**config.mk**
```make
export PLATFORM = sky130hd
export DESIGN_NAME = dw2_gen
export DESIGN_NICKNAME = d
export VERILOG_FILES = /design/src/rtl/dw2_gen.sv
export SDC_FILE = /design/constraint.sdc
export NUM_CORES = 1
export LEC_CHECK = 0
export BUFFER_PORTS_ARGS = -buffer_cell sky130_fd_sc_hd__buf_4
export CORE_UTILIZATION = 30
export CTS_CLUSTER_DIAMETER = 80
export DETAILED_ROUTE_END_ITERATION = 16
export PLACE_DENSITY = 0.49
export SYNTH_ARGS = -nofsm -noshare
export SYNTH_HDL_FRONTEND = slang
export SYNTH_SLANG_ARGS = --single-unit
export TNS_END_PERCENT = 100
```
**constraint.sdc**
```tcl
create_clock -name clk_i -period 8.2 [get_ports clk_i]
set_input_delay 1.23 -clock clk_i [delete_from_list [all_inputs] [get_ports clk_i]]
set_output_delay 1.23 -clock clk_i [all_outputs]
set_load 0.01 [all_outputs]
```
**src/rtl/dw2_gen.sv**
```systemverilog
// Output-layer delta-weight generator: accumulates delta2*h_act over a batch, then scales,
// negates and saturates the sum into a one-cycle weight update request.
module dw2_gen #(
  parameter int unsigned ETA_SHIFT  = 2,
  parameter int unsigned BATCH_LOG2 = 2
) (
  input  logic               clk_i,
  input  logic               rst_ni,
  input  logic               init_i,
  input  logic               sample_valid_i,
  output logic               sample_ready_o,
  input  logic signed [15:0] delta2_i,
  input  logic signed [15:0] h_act_i,
  output logic signed [15:0] dw2_o,
  output logic               select_initial_o,
  output logic               select_update_o
);

  localparam int unsigned AccW  = 32 + BATCH_LOG2;
  localparam int unsigned NegW  = AccW + 1;
  localparam int unsigned CntW  = BATCH_LOG2 + 1;
  localparam int unsigned Shift = 10 + ETA_SHIFT + BATCH_LOG2;

  localparam logic [CntW-1:0]        BatchSize = CntW'(1) << BATCH_LOG2;
  localparam logic signed [NegW-1:0] SatMax    = NegW'(32767);
  localparam logic signed [NegW-1:0] SatMin    = NegW'(-32768);

  typedef enum logic [2:0] {
    StIdle,
    StAccum,
    StMul,
    StScale,
    StUpdate,
    StInit
  } state_e;

  state_e                   state_q, state_d;
  logic signed [AccW-1:0]   acc_q, acc_d;
  logic        [CntW-1:0]   cnt_q, cnt_d;
  logic signed [15:0]       op_a_q, op_a_d;
  logic signed [15:0]       op_b_q, op_b_d;
  logic                     ready_q, ready_d;
  logic                     sel_init_q, sel_init_d;
  logic                     sel_upd_q, sel_upd_d;
  logic signed [15:0]       dw2_q, dw2_d;

  logic                     accept;
  logic signed [31:0]       prod;
  logic signed [AccW-1:0]   prod_ext;
  logic signed [AccW-1:0]   acc_sh;
  logic signed [NegW-1:0]   acc_neg;
  logic signed [15:0]       sat_val;

  assign accept   = sample_valid_i & ready_q;
  assign prod     = 32'(op_a_q) * 32'(op_b_q);
  assign prod_ext = AccW'(prod);

  // Shift before negating so truncation is toward -inf of the positive-gradient sum.
  assign acc_sh  = acc_q >>> Shift;
  assign acc_neg = -NegW'(acc_sh);

  always_comb begin
    if (acc_neg > SatMax) begin
      sat_val = 16'sh7FFF;
    end else if (acc_neg < SatMin) begin
      sat_val = 16'sh8000;
    end else begin
      sat_val = acc_neg[15:0];
    end
  end

  always_comb begin
    state_d = state_q;
    acc_d   = acc_q;
    cnt_d   = cnt_q;
    op_a_d  = op_a_q;
    op_b_d  = op_b_q;

    // init wins over everything, including a sample offered in the same cycle.
    if (init_i) begin
      state_d = StInit;
      acc_d   = '0;
      cnt_d   = '0;
    end else begin
      case (state_q)
        StIdle, StAccum: begin
          if (accept) begin
            op_a_d  = delta2_i;
            op_b_d  = h_act_i;
            state_d = StMul;
          end
        end
        StMul: begin
          acc_d   = acc_q + prod_ext;
          cnt_d   = cnt_q + CntW'(1);
          state_d = (cnt_d == BatchSize) ? StScale : StAccum;
        end
        StScale: begin
          state_d = StUpdate;
        end
        StUpdate: begin
          acc_d   = '0;
          cnt_d   = '0;
          state_d = StIdle;
        end
        StInit: begin
          state_d = StIdle;
        end
        default: begin
          state_d = StIdle;
        end
      endcase
    end

    ready_d    = (state_d == StIdle) || (state_d == StAccum);
    sel_init_d = (state_d == StInit);
    sel_upd_d  = (state_d == StUpdate);
    // StUpdate is only reachable from StScale, where acc_q holds the finished batch sum.
    dw2_d      = sel_upd_d ? sat_val : 16'sh0000;
  end

  always_ff @(posedge clk_i or negedge rst_ni) begin
    if (!rst_ni) begin
      state_q    <= StIdle;
      acc_q      <= '0;
      cnt_q      <= '0;
      op_a_q     <= '0;
      op_b_q     <= '0;
      ready_q    <= 1'b0;
      sel_init_q <= 1'b0;
      sel_upd_q  <= 1'b0;
      dw2_q      <= '0;
    end else begin
      state_q    <= state_d;
      acc_q      <= acc_d;
      cnt_q      <= cnt_d;
      op_a_q     <= op_a_d;
      op_b_q     <= op_b_d;
      ready_q    <= ready_d;
      sel_init_q <= sel_init_d;
      sel_upd_q  <= sel_upd_d;
      dw2_q      <= dw2_d;
    end
  end

  assign sample_ready_o   = ready_q;
  assign select_initial_o = sel_init_q;
  assign select_update_o  = sel_upd_q;
  assign dw2_o            = dw2_q;

  a_sel_exclusive: assert property (@(posedge clk_i) disable iff (!rst_ni)
    !(select_initial_o && select_update_o));

  a_dw2_only_in_update: assert property (@(posedge clk_i) disable iff (!rst_ni)
    (dw2_o != 16'sh0000) |-> select_update_o);

endmodule

```
# Word level (Yosys, flattened, before mapping)
# Cells that the tools add are included.
classes:
  eq_ne: 8
  n_lt_le_gt_ge: 2
  reduce_logical: 6
  n_bitwise: 2
  n_addsub: 3
  n_mux: 11
  mul: 1
op_table:
  columns: ["cell", "n"]
  rows:
  - ["$pmux 34 s2", 1]
  - ["$mux 16", 3]
  - ["$gt 35x16->1 const B", 1]
  - ["$lt 35x16->1 const B", 1]
  - ["$neg 20->35", 1]
  - ["$add 34x32->34", 1]
  - ["$mux 34", 1]
  - ["$mul 16x16->32", 1]
  - ["$eq 3x3->1 const B", 4]
  - ["$mux 3", 3]
  - ["$pmux 3 s3", 1]
  - ["$eq 3x1->1 const B", 2]
  - ["$eq 3x2->1 const B", 2]
  - ["$logic_not 3->1", 2]
  - ["$pmux 3 s2", 1]
  - ["$add 3x1->3 const B", 1]
  - ["$reduce_and 3->1", 1]
  - ["$reduce_bool 3->1", 1]
  - ["$mux 2", 1]
  - ["$reduce_or 2->1", 1]
  - ["$and 1x1->1", 1]
  - ["$logic_or 1x1->1", 1]
  - ["$not 1->1", 1]
word_totals:
  word_cells: 42
  regBits: 91
  output_inout_bits: 19

# Logic depth before layout (Yosys ltp)
# Gate-level depths: netlist (run 1).
depth:
  word_depth: 7
  depth_mapped: 23

# Least setup slack after synthesis (run 1)
# No wires, ideal clock.
synth_timing:
  path_kind: "register -> register"
  startpoint: "register op_a_q[15]"
  endpoint: "register acc_q[32]"
  path_slack_ps: 2047
  arrival_time_ps: 6020
  stages_incl_launch_ff: 21
  setup_ps: 133
  period_less_slack_ps: 6153
  t_required_ps: 8067
  cell_sequence: "dfrtp_1 -> clkbuf_1 -> nand2_1 -> inv_1 -> fa_1 -> fa_1 -> fa_1 -> fa_1 -> fa_1 -> inv_1 -> fa_1 -> inv_1 -> ha_1 -> a21o_1 -> a21o_1 -> a21oi_1 -> o21bai_1 -> a41o_1 -> a311oi_1 -> xor2_1 -> o21ai_0"
synth_via:
  elab_chain_cells: 4
synth_rtl:
  columns: ["element", "line_no", "source"]
  rows:
  - ["from (decl)", "40", "logic signed [15:0] op_a_q, op_a_d;"]
  - ["from (signal assigned)", "137", "op_a_q <= op_a_d;"]
  - ["$mul 16x16->32", "55", "assign prod = 32'(op_a_q) * 32'(op_b_q);"]
  - ["$add 34x32->34", "94", "acc_d = acc_q + prod_ext;"]
  - ["$pmux 34 s2", "85", "case (state_q)"]
  - ["$mux 34", "80", "if (init_i) begin"]
  - ["to (signal assigned)", "125", "acc_q <= '0;"]
  - ["to (signal assigned)", "135", "acc_q <= acc_d;"]
  - ["to (decl)", "38", "logic signed [AccW-1:0] acc_q, acc_d;"]
# No other way between the ends.
# A chain may end at the register's enable or synchronous reset.

# Worst setup path in the final report (run 1)
layout_timing:
  startpoint: "register op_b_q[15]"
  endpoint: "register acc_q[32]"
layout_via:
  elab_chain_cells: 4
layout_rtl:
  columns: ["element", "line_no", "source"]
  rows:
  - ["from (decl)", "41", "logic signed [15:0] op_b_q, op_b_d;"]
  - ["from (signal assigned)", "138", "op_b_q <= op_b_d;"]
  - ["$mul 16x16->32", "55", null]
  - ["$add 34x32->34", "94", null]
  - ["$pmux 34 s2", "85", null]
  - ["$mux 34", "80", null]
# No other way between the ends.

==> results of run 1 <==
-- metal layers --
metal / global-route usage, % / share of wire (%)
met1: 21.2 / 44
met2: 28.5 / 51
met3: 2.06 / 2.8
met4: 5.12 / 1.9
met5: 0 / 0
-- cell families (layout without fill, tap and decap cells) --
| group | after synthesis | in the layout | synth area share, % |
|---|---|---|---|
| AOI/OAI and AO/OA | 153 | 153 | 6.59 |
| xor gates and xnor gates | 49 | 49 | 2.83 |
| adders and majority gates | 411 | 411 | 49.1 |
| buffers and inverters | 417 | 433 | 10.5 |
| DFF | 91 | 91 | 15.0 |
| muxes | 33 | 33 | 2.45 |
| and+or+nand+nor | 408 | 408 | 13.5 |
-- critical path, cell delays in order, from the launching register on --
cell,delay [ps]
dfrtp_1,470
inv_1,570
nor2_1,210
fa_1,550
fa_1,520
fa_1,560
fa_1,530
fa_1,540
inv_1,50
fa_1,540
inv_1,40
ha_1,360
a21oi_1,230
o21ai_0,120
a21oi_1,220
o21ai_0,220
a41o_1,340
a311oi_1,340
xor2_1,180
o21ai_0,80
-- cell type report --
type	instances	area, µm²	share of cell area, %
Timing Repair Buffer	59	443	2.69
Clock buffer	10	229	1.39
Tap cell	664	831	5.05
Sequential cell	91	2280	13.8
Multi-Input combinational cell	1054	11300	68.6
Inverter	359	1350	8.19
Clock inverter	5	40.0	0.243
-- state kept, by name, summed over array words and instances, names as in the netlist --
register	cells
select_initial_o	1
sample_ready_o	1
op_b_q	16
select_update_o	1
state_q	3
cnt_q	3
dw2_o	16
acc_q	34
op_a_q	16
-- cell usage in the layout, fill, tap and decap left out, types with 3 or more instances in the layout --
master	count
buf_4	59
clkbuf_16	9
a31oi_1	4
nor4_1	3
nand2b_1	10
xnor2_1	34
a21o_1	19
nor3_1	13
nand4b_1	4
a21boi_1	3
clkinv_4	3
o22ai_1	3
o21ai_0	43
ha_1	106
nor2b_1	4
o211ai_1	5
fa_1	305
inv_1	359
nand2_1	176
mux2_2	32
a21oi_1	34
or3_1	3
xor2_1	15
nor4_2	3
and2_1	121
nor2_1	39
nand3_1	10
a22o_1	9
nand3b_1	3
dfrtp_1	91
o21bai_1	7
a211oi_1	4
nand4_1	4
-- how the worst max path moves through the flow --
| stage | endpoint | slack (ps) | cells past startpoint |
|---|---|---|---|
| after floorplan | acc_q[32]$_DFFE_PN0P_ | 2050 | 20 |
| after global placement | acc_q[32]$_DFFE_PN0P_ | 1480 | 19 |
| after detailed placement | acc_q[32]$_DFFE_PN0P_ | 1390 | 19 |
| after CTS | acc_q[32]$_DFFE_PN0P_ | 1390 | 19 |
| after global routing | acc_q[33]$_DFFE_PN0P_ | 950 | 20 |
| final | acc_q[32]$_DFFE_PN0P_ | 1400 | 19 |
-- through the flow --
stage	std cells	hold slack, ps
floorplan	1562	450
CTS	2242	502
finish	2242	494
global route	2242	524
detailed placement	2227	485
global placement	2227	463
==> flow_summary.ini, run 1 <==
[finish]
num_antenna_cells = 0
syn2layout_area_growth_pct = 8.68
final_area_mm2 = 0.0165
drive_above_1_share_pct = 7.41
utilization_pct = 33.3
fill_cells = 5121
final_net_count = 2021

[route]
routed_wirelength_um = 37800
antenna_left = 0
wire_per_inst_um = 16.9
drt_iter0_drc = 588
vias = 10300
avgViaCountPerCell = 4.58
drc = 0
firstDrtPassIters = 5

[die]
ios = 55
dieArea_mm2 = 0.0514
rows = 81
start_util_pct = 30.7
die_x_um = 227
die_y_um = 227
coreArea_mm2 = 0.0494

[clocking]
insertion_delay_ps = 390
ctsHtreeMaxLevel = 3
cts_root_buf = clkbuf_16
path_clk_slew_ps = 70
holdBufCountCts = 0
cts_buffers = 9
clkSinkCount = 91
cts_buffer_depth = 2
cts_tree = built
cts_setup_buffers = 0
cts_resized = 0

[setup_path]
crit_start = op_b_q[15]$_DFFE_PN0P_
critPathMaxFanout = 16
worstSetupPathType = reg2reg
critPathLaunchType = flip-flop
reg2regPathDepth = 19
regToRegSetupSlack_ps = 1400
reg2reg_from = op_b_q[15]$_DFFE_PN0P_
cp.arrival_ps = 7070
r2r-end = acc_q[32]$_DFFE_PN0P_
worstPathRequired_ps = 8470
end_kind = flip-flop

[placement]
hpwlAfterDp_um = 30300
gp_congestion = 0.845
placedInstanceArea_mm2 = 0.0162
portBuffers = 54
place_ws_ps = 1390

[timing]
period_share_pct = 82.9
hold_violations = 0
rsz0062_at_grt = no
setup_viol = 0
clock-skew-final_ps = 14.1
slew_headroom_pct = 37.5
setup_tns_ps = 0
period_minus_slack_ps = 6800
final_max_slew_viol_count = 0
tightest_slew_ps = 934
layout_setup_ws_ps = 1400
fmax_mhz = 147

[global_route]
grt_first_pass_wirelength_um = 64000
grt.total_usage_pct = 16.5
antenna_found_initial = 0
grt_max_degree = 56
grt_pass1_vias = 11800
grt_overflow = 0

[run]
cap_viol_max_count = 0

[synth]
synth-seq-cells = 91
synth_cell_types = 64
synth_ff_type = dfrtp_1
yosysMostFrequentCell = inv_1
ys_async_sr_fraction_pct = 100
ys_warn_count = 0
yosysSeqAreaShare_pct = 15.0
synth_edf_count = 0
synth_top_cell_area_share_pct = 40.3
synth_largest_area_cell = fa_1
synth_cells = 1562
synth.area.top_cells = fa_1 (40%), dfrtp_1 (15%), inv_1 (8.9%), ha_1 (8.8%), and2_1 (5.0%)
syn_nets = 2009
syn_area_mm2 = 0.0151
avgSynthCellArea_um2 = 9.69
synth_common_cells = inv_1 (359), fa_1 (305), nand2_1 (176)

[worst_hold_path]
hold_path_end = cnt_q[2]$_DFFE_PN0P_
hp-start = cnt_q[2]$_DFFE_PN0P_
hp-class = reg2reg
hold_depth = 2

[outcome]
status = complete, no violations
Power of run 1 is not shown: default switching activity piles up to over one toggle a cycle in this logic, so the estimate is an artifact.
==> run 2: changes to the inputs <==
- PLACE_DENSITY: 0.49 -> 0.5
- clock period: 8.2 -> 5.6 ns (I/O delays scaled with it)
==> flow_summary.ini, run 2 (synthesis results as in run 1) <==
[setup_path]
crit_top_cell = fa_1
critPathMaxFanout = 6
worst-path-buf-inv = 7
reg2reg_from = op_a_q[5]$_DFFE_PN0P_
reg2regPathDepth = 23
cpLargestDelayFamily = adder cells
critPathMaxStageDelay_ps = 540
r2r-end = acc_q[32]$_DFFE_PN0P_
cp.arrival_ps = 6150
cp_slowest_cell = fa_1
end_kind = flip-flop
regToRegSetupSlack_ps = -330
crit_chain = buf_4 -> buf_6 -> and2_1 -> fa_1 -> inv_1 -> fa_2 -> fa_1 -> fa_1 -> inv_1 -> fa_1 -> inv_1 -> fa_1 -> inv_2 -> ha_4 -> nand2_1 -> a21oi_1 -> a31oi_1 -> buf_4 -> nand4b_1 -> a41o_1 -> a311oi_2 -> xor2_1 -> o21ai_1
worstPathRequired_ps = 5820
critPathLaunchType = flip-flop
worstSetupPathDepth = 23
worstSetupPathType = reg2reg

[placement]
hpwlAfterDp_um = 32700
dp_cells = 2383
portBuffers = 54
gp_congestion = 0.842

[route]
firstDrtPassIters = 4
drt_iter0_drc = 503
routed_wirelength_um = 39900
vias = 11000
avgViaCountPerCell = 4.47
antenna_left = 0
drc = 0
wire_per_inst_um = 16.3

[finish]
final_cell_mix = inv_1 (329), fa_1 (297), buf_4 (229)
num_antenna_cells = 0
fin_cells = 2451
utilization_pct = 38.5
top_register = acc_q
drive_above_1_share_pct = 27.2
syn2layout_area_growth_pct = 25.6
largest_reg_flops = 34
layout_commonest_cell = inv_1
final_net_count = 2229

[global_route]
grt_first_pass_wirelength_um = 68000
grt_overflow = 0
antenna_found_initial = 0
grt_pass1_vias = 12600
grt.total_usage_pct = 17.3
grt_max_degree = 59

[timing]
fmax_mhz = 169
hold_ws_ps = 413
period_share_pct = 106
layout_setup_ws_ps = -325
setup_viol = 15
tightest_slew_ps = 1160
period_minus_slack_ps = 5930
rsz0062_at_grt = yes
final_max_slew_viol_count = 0
hold_violations = 0
slew_headroom_pct = 22.3
setup_tns_ps = -3220
clock-skew-final_ps = 24.0

[clocking]
cts_tree = built
cts_buffer_depth = 2
path_clk_slew_ps = 90
insertion_delay_ps = 400
ctsHtreeMaxLevel = 3
cts_root_buf = clkbuf_16
cts_buffers = 9
clkSinkCount = 91

[outcome]
violations = setup timing
status = finished, violations left

[die]
coreArea_mm2 = 0.0494
ios = 55
die_x_um = 227
rows = 81
die_y_um = 227
start_util_pct = 30.7
dieArea_mm2 = 0.0514

[run]
cap_viol_max_count = 0

[worst_hold_path]
hp-class = in2async
## run 2: cell count changes in the layout (fill, tap and decap cells not counted), sizes merged
cell and delta:
clkbuf +1, clkinv -4, clkinvlp +1, bufinv +1, buf +208, inv +2
## run 2: stage by stage
step           setup WS [ps]  area (µm²)
2_1_floorplan          -81.4       15400
3_3_place_gp            -710       17700
3_5_place_dp            -709       17700
4_1_cts                 -346       18800
5_1_grt                 -615       19000
6_report                -325       19000
## run 2: layout make-up
class	count	area (µm²)
flip-flops and latches	91	2300
repair buffers	267	2280
clock buffers	11	253
multi-input cells	1054	11900
inverters	359	1350
well taps	664	831
clock inverters	5	66.3
fillers	4932	30300
## run 2: worst max-delay path by stage
| stage | startpoint | slack (ps) | end |
|---|---|---|---|
| floorplan | op_a_q[15]$_DFFE_PN0P_ | -80 | acc_q[32]$_DFFE_PN0P_ |
| global placement | op_a_q[15]$_DFFE_PN0P_ | -710 | acc_q[29]$_DFFE_PN0P_ |
| detailed placement | op_b_q[3]$_DFFE_PN0P_ | -710 | acc_q[33]$_DFFE_PN0P_ |
| CTS | op_a_q[15]$_DFFE_PN0P_ | -350 | acc_q[33]$_DFFE_PN0P_ |
| global route | op_a_q[5]$_DFFE_PN0P_ | -610 | acc_q[32]$_DFFE_PN0P_ |
| finish | op_a_q[5]$_DFFE_PN0P_ | -330 | acc_q[32]$_DFFE_PN0P_ |
## run 2: layer usage
metal  up-vias  part of all wire (%)  track usage (%)
met2       126                    49             29.0
met4         0                   2.1             4.99
li1       5170                     -                -
met1      5619                    45             23.1
met3        39                   3.7             2.72
met5         -                     0                0
## run 2: repair_timing
item	CTS	global route
gates resized for setup	165	23
hold buffers	0	0
endpoints found under the setup margin	21	21
buffers inserted	47	13
pin swaps	117	45
Power of run 2 is left out for the same reason.
==> run 3: changes to the inputs <==
- RECOVER_POWER: unset -> 100
==> flow_summary.ini, run 3 (synthesis results as in run 1) <==
[finish]
fill_cells = 4954
final_net_count = 2229
seq_area_mm2 = 0.00230
top_register = acc_q
final_cell_mix = inv_1 (329), fa_1 (297), buf_4 (203)
multi_input_area_mm2 = 0.0119
num_antenna_cells = 0
largest_reg_flops = 34
syn2layout_area_growth_pct = 24.8
drive_above_1_share_pct = 25.5
final_area_mm2 = 0.0189
layout_commonest_cell = inv_1

[setup_path]
critPathMaxFanout = 6
worstSetupPathType = reg2reg
cp.arrival_ps = 6140
end_kind = flip-flop
reg2reg_from = op_a_q[5]$_DFFE_PN0P_
worstPathRequired_ps = 5820
crit_start = op_a_q[5]$_DFFE_PN0P_
critPathLaunchType = flip-flop

[clocking]
path_clk_slew_ps = 90
cts_buffers = 9
cts_tree = built
clkSinkCount = 91
ctsHtreeMaxLevel = 3
insertion_delay_ps = 400
cts_buffer_depth = 2
cts_root_buf = clkbuf_16

[die]
ios = 55
coreArea_mm2 = 0.0494
die_x_um = 227
dieArea_mm2 = 0.0514
start_util_pct = 30.7
rows = 81
die_y_um = 227

[timing]
clock-skew-final_ps = 23.9
period_minus_slack_ps = 5920
hold_ws_ps = 492
setup_viol = 16
rsz0062_at_grt = yes
final_max_slew_viol_count = 129
layout_setup_ws_ps = -320
period_share_pct = 106
tightest_slew_ps = 2290
hold_violations = 0
fmax_mhz = 169
slew_headroom_pct = -52.8

[global_route]
grt_overflow = 0
grt.total_usage_pct = 17.3
grt_first_pass_wirelength_um = 68000
grt_pass1_vias = 12600
antenna_found_initial = 0
grt_max_degree = 59

[placement]
hpwlAfterDp_um = 32700
placedInstanceArea_mm2 = 0.0177
gp_congestion = 0.842
portBuffers = 54

[route]
antenna_left = 0
firstDrtPassIters = 7
drt_iter0_drc = 478
drc = 0
avgViaCountPerCell = 4.49
vias = 11000
wire_per_inst_um = 16.3
routed_wirelength_um = 39900

[worst_hold_path]
hp-class = reg2reg
hp-start = cnt_q[2]$_DFFE_PN0P_

[outcome]
violations = capacitance limit, slew limit, setup timing
status = finished, violations left

[run]
cap_viol_max_count = 3
## run 3: path summary, 6_finish.rpt
check / cells after the start / slack (ps) / to
setup reg to reg: 23 / -320 / acc_q[32]$_DFFE_PN0P_
max in group asynchronous: 2 / 1880 / op_a_q[13]$_DFFE_PN0P_
min in group asynchronous: 1 / 1120 / op_b_q[9]$_DFFE_PN0P_
setup / recovery: 23 / -320 / acc_q[32]$_DFFE_PN0P_
hold reg to reg: 2 / 490 / cnt_q[2]$_DFFE_PN0P_
hold / removal: 2 / 490 / cnt_q[2]$_DFFE_PN0P_
## run 3: routing by layer
| metal | GRT usage, % | wire length [µm] | vias up | share of wire [%] |
|---|---|---|---|---|
| li1 | - | - | 5170 | - |
| met1 | 23.1 | 18200 | 5660 | 46 |
| met2 | 29.0 | 19600 | 138 | 49 |
| met4 | 4.99 | 844 | 0 | 2.1 |
| met5 | 0 | 0 | - | 0 |
| met3 | 2.72 | 1330 | 39 | 3.3 |
## run 3: stage by stage
step | TNS [ps] | utilization, % | cells | setup slack, ps
final | -3220 | 38.3 | 2451 | -320
after global placement | -9340 | 35.8 | 2383 | -710
after CTS | -3200 | 38.2 | 2442 | -346
after floorplan | -160 | - | 1562 | -81.4
after detailed placement | -8950 | 35.8 | 2383 | -709
after global routing | -7860 | 38.3 | 2451 | -615
## run 3: cell type report
| cell class | count | area share [%] |
|---|---|---|
| clock buffer | 11 | 1.34 |
| clock inverter | 5 | 0.351 |
| inverter | 359 | 7.13 |
| multi-input combinational | 1054 | 63.0 |
| sequential | 91 | 12.2 |
| tap | 664 | 4.40 |
| timing repair buffer | 267 | 11.6 |
## run 3: repair_timing
action	in CTS	in global routing
pin swaps	117	45
buffers inserted	47	13
resized for setup	165	23
setup endpoints to repair	21	21
hold buffers	0	0
## run 3: critical path, cell delays in order (launching register included)
cell and delay [ps]:
dfrtp_2 460, buf_4 150, buf_6 120, and2_1 170, fa_1 390, inv_1 90, fa_2 450, fa_1 480
fa_1 500, inv_1 70, fa_1 540, inv_1 50, fa_1 500, inv_2 60, ha_4 250, nand2_1 70
a21oi_1 60, a31oi_1 170, buf_4 170, nand4b_1 180, a41o_1 310, a311oi_2 230, xor2_1 180, o21ai_1 70
Power of run 3 is left out for the same reason.
